[config.mk]
export PLATFORM = sky130hd
export DESIGN_NAME = pot_adder_gen
export DESIGN_NICKNAME = d
export VERILOG_FILES = /design/src/rtl/snn_pkg.sv /design/src/rtl/ref_timer.sv /design/src/rtl/pot_adder_gen.sv
export SDC_FILE = /design/constraint.sdc
export NUM_CORES = 1
export LEC_CHECK = 0
export CAP_MARGIN = 15
export CORE_AREA = 3 3 348 350
export CTS_CLUSTER_SIZE = 30
export DETAILED_ROUTE_END_ITERATION = 8
export DIE_AREA = 0 0 351 353
export PLACE_DENSITY = 0.36
export SKIP_CTS_REPAIR_TIMING = 1
export SLEW_MARGIN = 20
export SYNTH_ARGS = -nofsm -noshare
export SYNTH_HDL_FRONTEND = slang
export SYNTH_SLANG_ARGS = --single-unit
[constraint.sdc]
create_clock -name clk -period 3.4 [get_ports clk]
set_input_delay 0.51 -clock clk [delete_from_list [all_inputs] [get_ports clk]]
set_output_delay 0.51 -clock clk [all_outputs]
set_load 0.005 [all_outputs]
[src/rtl/snn_pkg.sv]
// snn_pkg: shared state encoding, Q.12 constants and saturating add for the LIF neuron units
package snn_pkg;

    typedef enum logic [2:0] {IDLE, DECAY, FETCH, ACC, FIRE, WAIT3} state_t;

    localparam int D_Q12       = 614;
    localparam int PRES_Q12    = 0;
    localparam int PMIN_Q12    = -2048000;
    localparam int TH_INIT_Q12 = 15018;

    // a+b clamped to the signed w-bit range; callers sign-extend into 64 bits and truncate back
    function automatic logic signed [63:0] sat_add(input logic signed [63:0] a, input logic signed [63:0] b, input int w);
        logic signed [63:0] s, hi, lo;
        s  = a + b;
        hi = (64'sd1 <<< (w - 1)) - 64'sd1;
        lo = -hi - 64'sd1;
        return s > hi ? hi : s < lo ? lo : s;
    endfunction

endpackage

[src/rtl/ref_timer.sv]
// ref_timer: refractory counter with one-shot dec pulse
//   clk, rst_n        clock, async active-low reset
//   tu_incre          time-unit tick, counts up to REF+1 and holds there
//   spike             qualified spike, restarts the count at 0 (beats tu_incre)
//   clr               per-image clear, forces the count to REF+1
//   refr              count has not yet reached REF+1
//   dec               one-cycle pulse the cycle after the count first equals DEC_AT
module ref_timer #(
    parameter int REF    = 30,
    parameter int DEC_AT = 21
) (
    input  logic clk,
    input  logic rst_n,
    input  logic tu_incre,
    input  logic spike,
    input  logic clr,
    output logic refr,
    output logic dec
);

    localparam int CW = $clog2(REF + 2);
    localparam logic [CW-1:0] TOP = CW'(REF + 1);
    localparam logic [CW-1:0] AT  = CW'(DEC_AT);

    logic [CW-1:0] cnt;
    logic at_q;

    assign refr = cnt != TOP;

    always_ff @(posedge clk or negedge rst_n)
        if (!rst_n) begin
            cnt  <= TOP;
            at_q <= 1'b0;
            dec  <= 1'b0;
        end else begin
            cnt  <= clr ? TOP : spike ? '0 : tu_incre && cnt != TOP ? cnt + CW'(1) : cnt;
            at_q <= !clr && cnt == AT;
            // the count can sit at DEC_AT for many cycles between ticks; pulse only on arrival
            dec  <= !clr && cnt == AT && !at_q;
        end

endmodule

[src/rtl/pot_adder_gen.sv]
// pot_adder_gen: leaky integrate-and-fire membrane potential for one neuron
//   clk, rst_n                          clock, async active-low reset
//   clr                                 per-image clear (threshold kept)
//   tu_incre                            time-unit tick for the refractory timer
//   start_pp1/2/3                       decay / integrate-fire / integrate-wait-decide
//   pp3_go, won                         winner-take-all decision and its result
//   spike_in, data_r, addr_r            presynaptic spikes, weight RAM (1-cycle read latency)
//   thr_load, thr_in                    threshold write
//   potential, spike_pp                 membrane potential, fire flag
//   valid_pp1/2/3m/3                    one-cycle completion pulses
//   busy, start_err, refr, dec          status
module pot_adder_gen
    import snn_pkg::*;
#(
    parameter int NIN     = 784,
    parameter int W       = 32,
    parameter int AW      = 10,
    parameter int D       = D_Q12,
    parameter int PRES    = PRES_Q12,
    parameter int PMIN    = PMIN_Q12,
    parameter int TH_INIT = TH_INIT_Q12,
    parameter int REF     = 30,
    parameter int DEC_AT  = 21
) (
    input  logic           clk,
    input  logic           rst_n,
    input  logic           clr,
    input  logic           tu_incre,
    input  logic           start_pp1,
    input  logic           start_pp2,
    input  logic           start_pp3,
    input  logic           pp3_go,
    input  logic           won,
    input  logic [NIN-1:0] spike_in,
    input  logic [W-1:0]   data_r,
    input  logic           thr_load,
    input  logic [W-1:0]   thr_in,
    output logic [AW-1:0]  addr_r,
    output logic [W-1:0]   potential,
    output logic           spike_pp,
    output logic           valid_pp1,
    output logic           valid_pp2,
    output logic           valid_pp3m,
    output logic           valid_pp3,
    output logic           busy,
    output logic           start_err,
    output logic           refr,
    output logic           dec
);

    localparam logic signed [W-1:0] P_D    = W'(D);
    localparam logic signed [W-1:0] P_RES  = W'(PRES);
    localparam logic signed [W-1:0] P_MIN  = W'(PMIN);
    localparam logic signed [W-1:0] P_TH   = W'(TH_INIT);
    localparam logic [AW-1:0]       LAST   = AW'(NIN - 1);

    function automatic logic signed [W-1:0] sadd(input logic signed [W-1:0] a, input logic signed [W-1:0] b);
        return W'(sat_add(64'(a), 64'(b), W));
    endfunction

    state_t state, state_nx;
    logic signed [W-1:0] pot, pot_nx, thr, thr_nx, half, fire_pot, lose_pot;
    logic [AW-1:0] addr_nx, pidx, pidx_nx;
    logic pend, pend_nx, m3, m3_nx, skip, skip_nx, fire_spk;
    logic spk_nx, v1_nx, v2_nx, v3m_nx, v3_nx, serr_nx;

    assign potential = pot;
    assign busy      = state != IDLE;

    assign half     = thr >>> 1;
    assign fire_spk = pot >= P_MIN && pot > thr;
    assign fire_pot = pot < P_MIN || pot > thr ? P_RES : pot > P_RES ? sadd(pot, -P_D) : pot;
    assign lose_pot = pot > sadd(half, P_RES) ? sadd(pot, -half) : P_RES;

    ref_timer #(.REF(REF), .DEC_AT(DEC_AT)) u_ref (
        .clk      (clk),
        .rst_n    (rst_n),
        .tu_incre (tu_incre),
        .spike    ((valid_pp2 | valid_pp3) & spike_pp),
        .clr      (clr),
        .refr     (refr),
        .dec      (dec)
    );

    // pend/pidx trail addr_r by one edge so each add lines up with the RAM read latency
    always_comb begin
        state_nx = state;
        pot_nx   = pend && spike_in[pidx] ? sadd(pot, $signed(data_r)) : pot;
        addr_nx  = addr_r;
        spk_nx   = spike_pp;
        v1_nx    = 1'b0;
        v2_nx    = 1'b0;
        v3m_nx   = 1'b0;
        v3_nx    = 1'b0;
        serr_nx  = !clr && state != IDLE && (start_pp1 || start_pp2 || start_pp3);
        pend_nx  = state == FETCH;
        pidx_nx  = addr_r;
        m3_nx    = m3;
        skip_nx  = skip;
        thr_nx   = thr_load ? $signed(thr_in) : thr;
        if (clr) begin
            state_nx = IDLE;
            pot_nx   = P_RES;
            addr_nx  = '0;
            pend_nx  = 1'b0;
        end else begin
            case (state)
                IDLE:
                    if (start_pp1)
                        state_nx = DECAY;
                    else if (start_pp2 || start_pp3) begin
                        m3_nx   = !start_pp2;
                        skip_nx = refr;
                        if (refr) begin
                            spk_nx   = start_pp2 ? 1'b0 : spike_pp;
                            v2_nx    = start_pp2;
                            v3m_nx   = !start_pp2;
                            state_nx = start_pp2 ? IDLE : WAIT3;
                        end else
                            state_nx = FETCH;
                    end
                DECAY: begin
                    pot_nx   = refr || pot <= P_RES ? pot : sadd(pot, -P_D);
                    spk_nx   = 1'b0;
                    v1_nx    = 1'b1;
                    state_nx = IDLE;
                end
                FETCH: begin
                    addr_nx  = addr_r == LAST ? '0 : addr_r + AW'(1);
                    state_nx = addr_r == LAST ? ACC : FETCH;
                end
                ACC:
                    state_nx = FIRE;
                FIRE:
                    if (m3) begin
                        v3m_nx   = 1'b1;
                        state_nx = WAIT3;
                    end else begin
                        pot_nx   = fire_pot;
                        spk_nx   = fire_spk;
                        v2_nx    = 1'b1;
                        state_nx = IDLE;
                    end
                WAIT3:
                    if (pp3_go) begin
                        pot_nx   = skip ? pot : won ? fire_pot : lose_pot;
                        spk_nx   = !skip && won && fire_spk;
                        v3_nx    = 1'b1;
                        state_nx = IDLE;
                    end
                default:
                    state_nx = IDLE;
            endcase
        end
    end

    always_ff @(posedge clk or negedge rst_n)
        if (!rst_n) begin
            state      <= IDLE;
            pot        <= P_RES;
            thr        <= P_TH;
            addr_r     <= '0;
            spike_pp   <= 1'b0;
            valid_pp1  <= 1'b0;
            valid_pp2  <= 1'b0;
            valid_pp3m <= 1'b0;
            valid_pp3  <= 1'b0;
            start_err  <= 1'b0;
            pend       <= 1'b0;
            pidx       <= '0;
            m3         <= 1'b0;
            skip       <= 1'b0;
        end else begin
            state      <= state_nx;
            pot        <= pot_nx;
            thr        <= thr_nx;
            addr_r     <= addr_nx;
            spike_pp   <= spk_nx;
            valid_pp1  <= v1_nx;
            valid_pp2  <= v2_nx;
            valid_pp3m <= v3m_nx;
            valid_pp3  <= v3_nx;
            start_err  <= serr_nx;
            pend       <= pend_nx;
            pidx       <= pidx_nx;
            m3         <= m3_nx;
            skip       <= skip_nx;
        end

endmodule
## Yosys cells after proc, flatten, opt, wreduce, memory -nomap -nowiden

Index checks and enable logic that the tools add are counted.

| storage, ports and cells | value |
|---|---|
| flip-flop bits (word level) | 103 |
| word-level logic and storage cells | 148 |

| operators by class | value |
|---|---|
| add/sub/neg operators | 6 |
| $lt $le $gt $ge | 15 |
| eq/ne operators | 18 |
| multiplexer cells | 61 |
| bitwise logic cells | 4 |
| reduce and logical (&&, ||, !) cells | 27 |

Operators with widths:

| cell | count |
|---|---|
| $mux 32 | 18 |
| $gt 33x32->1 const B | 3 |
| $lt 33x32->1 const B | 3 |
| $pmux 32 s3 | 1 |
| $add 32x32->33 | 2 |
| $gt 32x32->1 | 2 |
| $add 32x11->33 const B | 1 |
| $ge 32x22->1 const B | 1 |
| $gt 31x32->1 const B | 1 |
| $gt 32x1->1 const B | 1 |
| $le 32x1->1 const B | 1 |
| $lt 31x32->1 const B | 1 |
| $lt 32x22->1 const B | 1 |
| $neg 31->32 | 1 |
| $mux 10 | 3 |
| $mux 1 | 24 |
| $mux 3 | 7 |
| $mux 5 | 3 |
| $pmux 3 s5 | 1 |
| $ne 2x2->1 const B | 6 |
| $lt 10x11->1 const B | 1 |
| $add 10x1->10 const B | 1 |
| $bmux 1 s10 | 1 |
| $eq 10x10->1 const B | 1 |
| other kinds (23) | 46 |

## Depth between registers and ports, before layout

| depth | value |
|---|---|
| depth after elaboration | 11 |
| gate-level depth with buffers | 16 |
| depth with buffers taken out | 13 |

## By module

A second synthesis with hierarchy kept.

| second synthesis, totals | value |
|---|---|
| cells, all modules | 2022 |
| area total of the unflattened synthesis | 18004.8 sq um |

By module, submodules not included:

| module | instances | cells each | area an instance (sq um) | seq. area each (sq um) |
|---|---|---|---|---|
| pot_adder_gen | 1 | 1991 | 17625.7 | 2412.3 |
| ref_timer | 1 | 31 | 379.1 | 181.4 |

## Least setup slack after synthesis

No wires, ideal clock.

| path | value |
|---|---|
| path kind | flip-flop to flip-flop |
| from | reg pot[29], in the netlist potential[29] |
| to | reg pot[19], in the netlist potential[19] |
| library setup time | 129 ps |
| data arrival time | 3353 ps |
| required time | 3271 ps |
| slack | -82 ps |
| stages on the path, launching flop included | 11 |
| buffers on the path | 0 |
| clock period less this slack | 3482 ps |
| cells stage by stage | dfrtp_1 > ha_1 > nand4_1 > or3_1 > or3_1 > a41oi_1 > or3_1 > a2bb2oi_1 > nor2_1 > o31a_1 > a2111o_1 |

| between the ends | value |
|---|---|
| cells in the longest elaborated chain, start to end | 11 |

RTL lines:

| item | RTL line | source |
|---|---|---|
| start: declaration | pot_adder_gen.sv:62 | `logic signed [W-1:0] pot, pot_nx, thr, thr_nx, half, fire_pot, lose_pot;` |
| start signal: assignment | pot_adder_gen.sv:175 | `pot <= pot_nx;` |
| $add 32x11->33 | snn_pkg.sv:14 | `s = a + b;` |
| $lt 33x32->1 | snn_pkg.sv:17 | `return s > hi ? hi : s < lo ? lo : s;` |
| $mux 32 (2 in series) | snn_pkg.sv:17 |  |
| $mux 32 (2 in series) | pot_adder_gen.sv:72 | `assign fire_pot = pot < P_MIN \|\| pot > thr ? P_RES : pot > P_RES ? sadd(pot, -P_D) : pot;` |
| $mux 32 (2 in series) | pot_adder_gen.sv:146 | `pot_nx = skip ? pot : won ? fire_pot : lose_pot;` |
| $mux 32 | pot_adder_gen.sv:145 | `if (pp3_go) begin` |
| $pmux 32 s3 | pot_adder_gen.sv:107 | `case (state)` |
| $mux 32 | pot_adder_gen.sv:101 | `if (clr) begin` |

Parallel ways exist; a longest one is shown, timed or not. The select of a mux whose other input is x is not followed.
A chain may end at the register's enable or synchronous reset.

## Worst setup path after layout

| path | value |
|---|---|
| from | reg pot[18], in the netlist potential[18] |
| to | reg pot[3], in the netlist potential[3] |

The elaborated chain is that of the path after synthesis.

==> impl_metrics.env <==
export IMPL_grt_usage=0.213
export IMPL_syn_nets=3093
export IMPL_crit_path_max_incr_delay_ns=0.58
export IMPL_p_seq_frac=0.096
export IMPL_fp_dieH_um=353
export IMPL_cts_made_buffers=9
export IMPL_via_count=23822
export IMPL_p_sw_frac=0.472
export IMPL_crit_buf_inv=6
export IMPL_grt_max_degree=57
export IMPL_h_tree_depth=3
export IMPL_start_util=0.157
export IMPL_rows=126
export IMPL_worstMarginPinSlew_ns=0.793
export IMPL_synth_cell_type_count=89
export IMPL_drive_gt1_frac=0.297
export IMPL_syn_area_per_cell_sq_um=8.77
export IMPL_globalplace_congestion=0.933
export IMPL_fmax_mhz=257
export IMPL_grt_overflow=0
export IMPL_synth_edf_count=0
export IMPL_antenna_found_initial=20
export IMPL_worst_clock_skew_ns=0.0175
export IMPL_cp_max_fo=16
export IMPL_clk_pin_slew_ns=0.09
export IMPL_ys_seq_area_frac=0.140
export IMPL_r2r_cells=16
export IMPL_wl_per_cell_um=27.2
export IMPL_path_common_cell="buf_4"
export IMPL_post_route_period_util=1.15
export IMPL_netlist_area_sq_um=18500
export IMPL_synth_top_area_frac=0.224
export IMPL_hold_viol_final=0
export IMPL_hold_class="in -> async"
export IMPL_crit_path_start="potential[18]"
export IMPL_cp_slowest_cell="or4_4"
export IMPL_grt_pass1_wl_um=188000
export IMPL_avgViaCountPerCell=4.65
export IMPL_final_cell_mix="905 x clkdlybuf4s50_1, 634 x buf_4, 184 x mux4_2"
export IMPL_cts_sinks=103
export IMPL_die_w_um=351
export IMPL_io_pin_count=909
export IMPL_period_needed_ns=3.90
export IMPL_cellPowerDensity_nw_per_um2=518
export IMPL_die_area_sq_um=124000
export IMPL_clockPowerShare=0.065
export IMPL_antenna_left=0
export IMPL_dr_first_iter_drc_count=1339
export IMPL_core_area_sq_um=118000
export IMPL_drt_pass1_iter_count=5
export IMPL_synth_area_leaders="mux4_2 22%, dfrtp_1 12%, ha_1 8.5%"
export IMPL_end_kind="flip-flop"
export IMPL_final_common_cell="clkdlybuf4s50_1"
export IMPL_rsz0062_at_grt="true"
export IMPL_postLayoutCellArea_sq_um=35600
export IMPL_setup_ws_ns=-0.497
export IMPL_synth_top_area_cell="mux4_2"
export IMPL_setup_worst_path_start_class="flip-flop"
export IMPL_whs_ns=0.115
export IMPL_dpl_hpwl_um=122000
export IMPL_crit_arrival_ns=4.16
export IMPL_drc=0
export IMPL_totalWireLength_um=139000
export IMPL_synth_cells=2108
export IMPL_final_cells=5123
export IMPL_cp_top_family="simple AND/OR/NAND/NOR gates"
export IMPL_nFillCells=12559
export IMPL_switchingPower_uw=8710
export IMPL_ir_worst_vdd_v=0.000337
export IMPL_dp_cells=5054
export IMPL_intPower_uw=9740
export IMPL_synth_ff_type="dfrtp_1"
export IMPL_clockBufferDepth=2
export IMPL_maxSlewViolCount=0
export IMPL_worstSetupPathType="reg -> reg"
export IMPL_place_area_sq_um=34000
export IMPL_postLayoutCoreUtil=0.302
export IMPL_maxCapViolCount=0
export IMPL_setup_viol=32
export IMPL_required_ns=3.66
export IMPL_yosysWarnings=0
export IMPL_nets=4561
export IMPL_timing_rr_start="potential[18]"
export IMPL_tritoncts="done"
export IMPL_grt_pass1_vias=24516
export IMPL_synth_seq_cells=103
export IMPL_slew_headroom=0.465
export IMPL_io_buffers=908
export IMPL_outcome="finished with violations"
export IMPL_insertion_delay_ns=0.40
export IMPL_path_cells="buf_4 > buf_4 > or3_1 > or4_4 > buf_4 > nor2_1 > buf_4 > a21oi_1 > nand2_1 > a22oi_1 > buf_12 > nand2_1 > buf_4 > nor4b_1 > o21ai_0 > nand4b_1"
export IMPL_root_buffer="clkbuf_16"
export IMPL_leakage_uw=0.0143
export IMPL_synthToLayoutAreaGrowth_pct=92.7
export IMPL_violations="negative setup slack"
export IMPL_critical_path_depth=16
export IMPL_async_reset_ff_frac=1.00
export IMPL_pwr_share_comb=0.839
[kinds of logic after synthesis]
kind of cell	Yosys count	synth area share
AND/OR/NAND/NOR	624	0.164
AO/OA/AOI/OAI	669	0.242
flip-flops	103	0.140
buffers and inverters	238	0.0591
multiplexers	275	0.274
XOR/XNOR	72	0.0341
adder cells (fa/ha/maj)	127	0.0867
[cell type report]
| cell class | count | area [sq um] | area share |
|---|---|---|---|
| diodes | 6 | 15.0 | 0.000421 |
| clock buffers | 10 | 239 | 0.00671 |
| clock inverters | 6 | 72.6 | 0.00204 |
| inverters | 90 | 338 | 0.00948 |
| multi-input cells | 1768 | 15500 | 0.434 |
| flip-flops and latches | 103 | 2620 | 0.0734 |
| well taps | 1536 | 1920 | 0.0539 |
| repair buffers | 1604 | 15000 | 0.420 |
[cell usage after synthesis, drive strengths merged (41+ instances only)]
library cell / count
dfrtp: 90
nand3: 74
xnor2: 41
mux2i: 74
clkbuf: 84
nand2: 172
ha: 125
inv: 89
buf: 64
o21ai: 168
nor3: 57
nor2: 141
a21oi: 148
mux4: 184
[worst reg2reg max path, stage by stage (launching register included)]
cell      delay [ns]
dfrtp_1         0.50
buf_4           0.23
buf_4           0.18
or3_1           0.36
or4_4           0.58
buf_4           0.17
nor2_1          0.12
buf_4           0.15
a21oi_1         0.13
nand2_1         0.16
a22oi_1         0.13
buf_12          0.20
nand2_1         0.20
buf_4           0.26
nor4b_1         0.08
o21ai_0         0.18
nand4b_1        0.15
[stage by stage]
stage | setup WS [ns] | setup TNS [ns] | power (uW)
after floorplan | 0.0262 | 0 | 8520
after global placement | -0.990 | -25.74 | 16300
after detailed placement | -1.01 | -26.16 | 16200
after CTS | -0.908 | -24.09 | 17500
after global routing | -0.577 | -15.21 | 19800
final | -0.497 | -11.96 | 18500
[power by group through the flow]
stage / sequential (uW) / combinational (uW) / clock [uW]
after floorplan: 1770 / 6760 / 0
after global placement: 1790 / 14600 / 0
after detailed placement: 1790 / 14400 / 0
after CTS: 1760 / 14500 / 1260
after global routing: 1780 / 16700 / 1300
final: 1760 / 15500 / 1210
[sequential cells by signal, summed over array words and instances, names as in the netlist, 3 cells and up]
name and cells:
pidx 10, state 3, potential 32, thr 32, addr_r 10, u_ref.cnt 5
[routing by layer]
layer / routed length, um / vias to the layer above / track usage
li1: - / 11255 / -
met4: 3660 / 12 / 0.0558
met3: 7220 / 109 / 0.0310
met1: 53400 / 11718 / 0.243
met2: 74700 / 728 / 0.406
met5: 77 / - / 0
[worst paths after layout]
| check | to | slack (ns) |
|---|---|---|
| min in group clk | u_ref.dec | 0.40 |
| hold / removal | start_err | 0.12 |
| hold reg to reg | u_ref.dec | 0.40 |
| setup / recovery | potential[3] | -0.50 |
| max in group asynchronous | pidx[2] | 2.42 |
| setup reg to reg | potential[3] | -0.50 |
No activity file was read; power rests on OpenSTA's default activity.
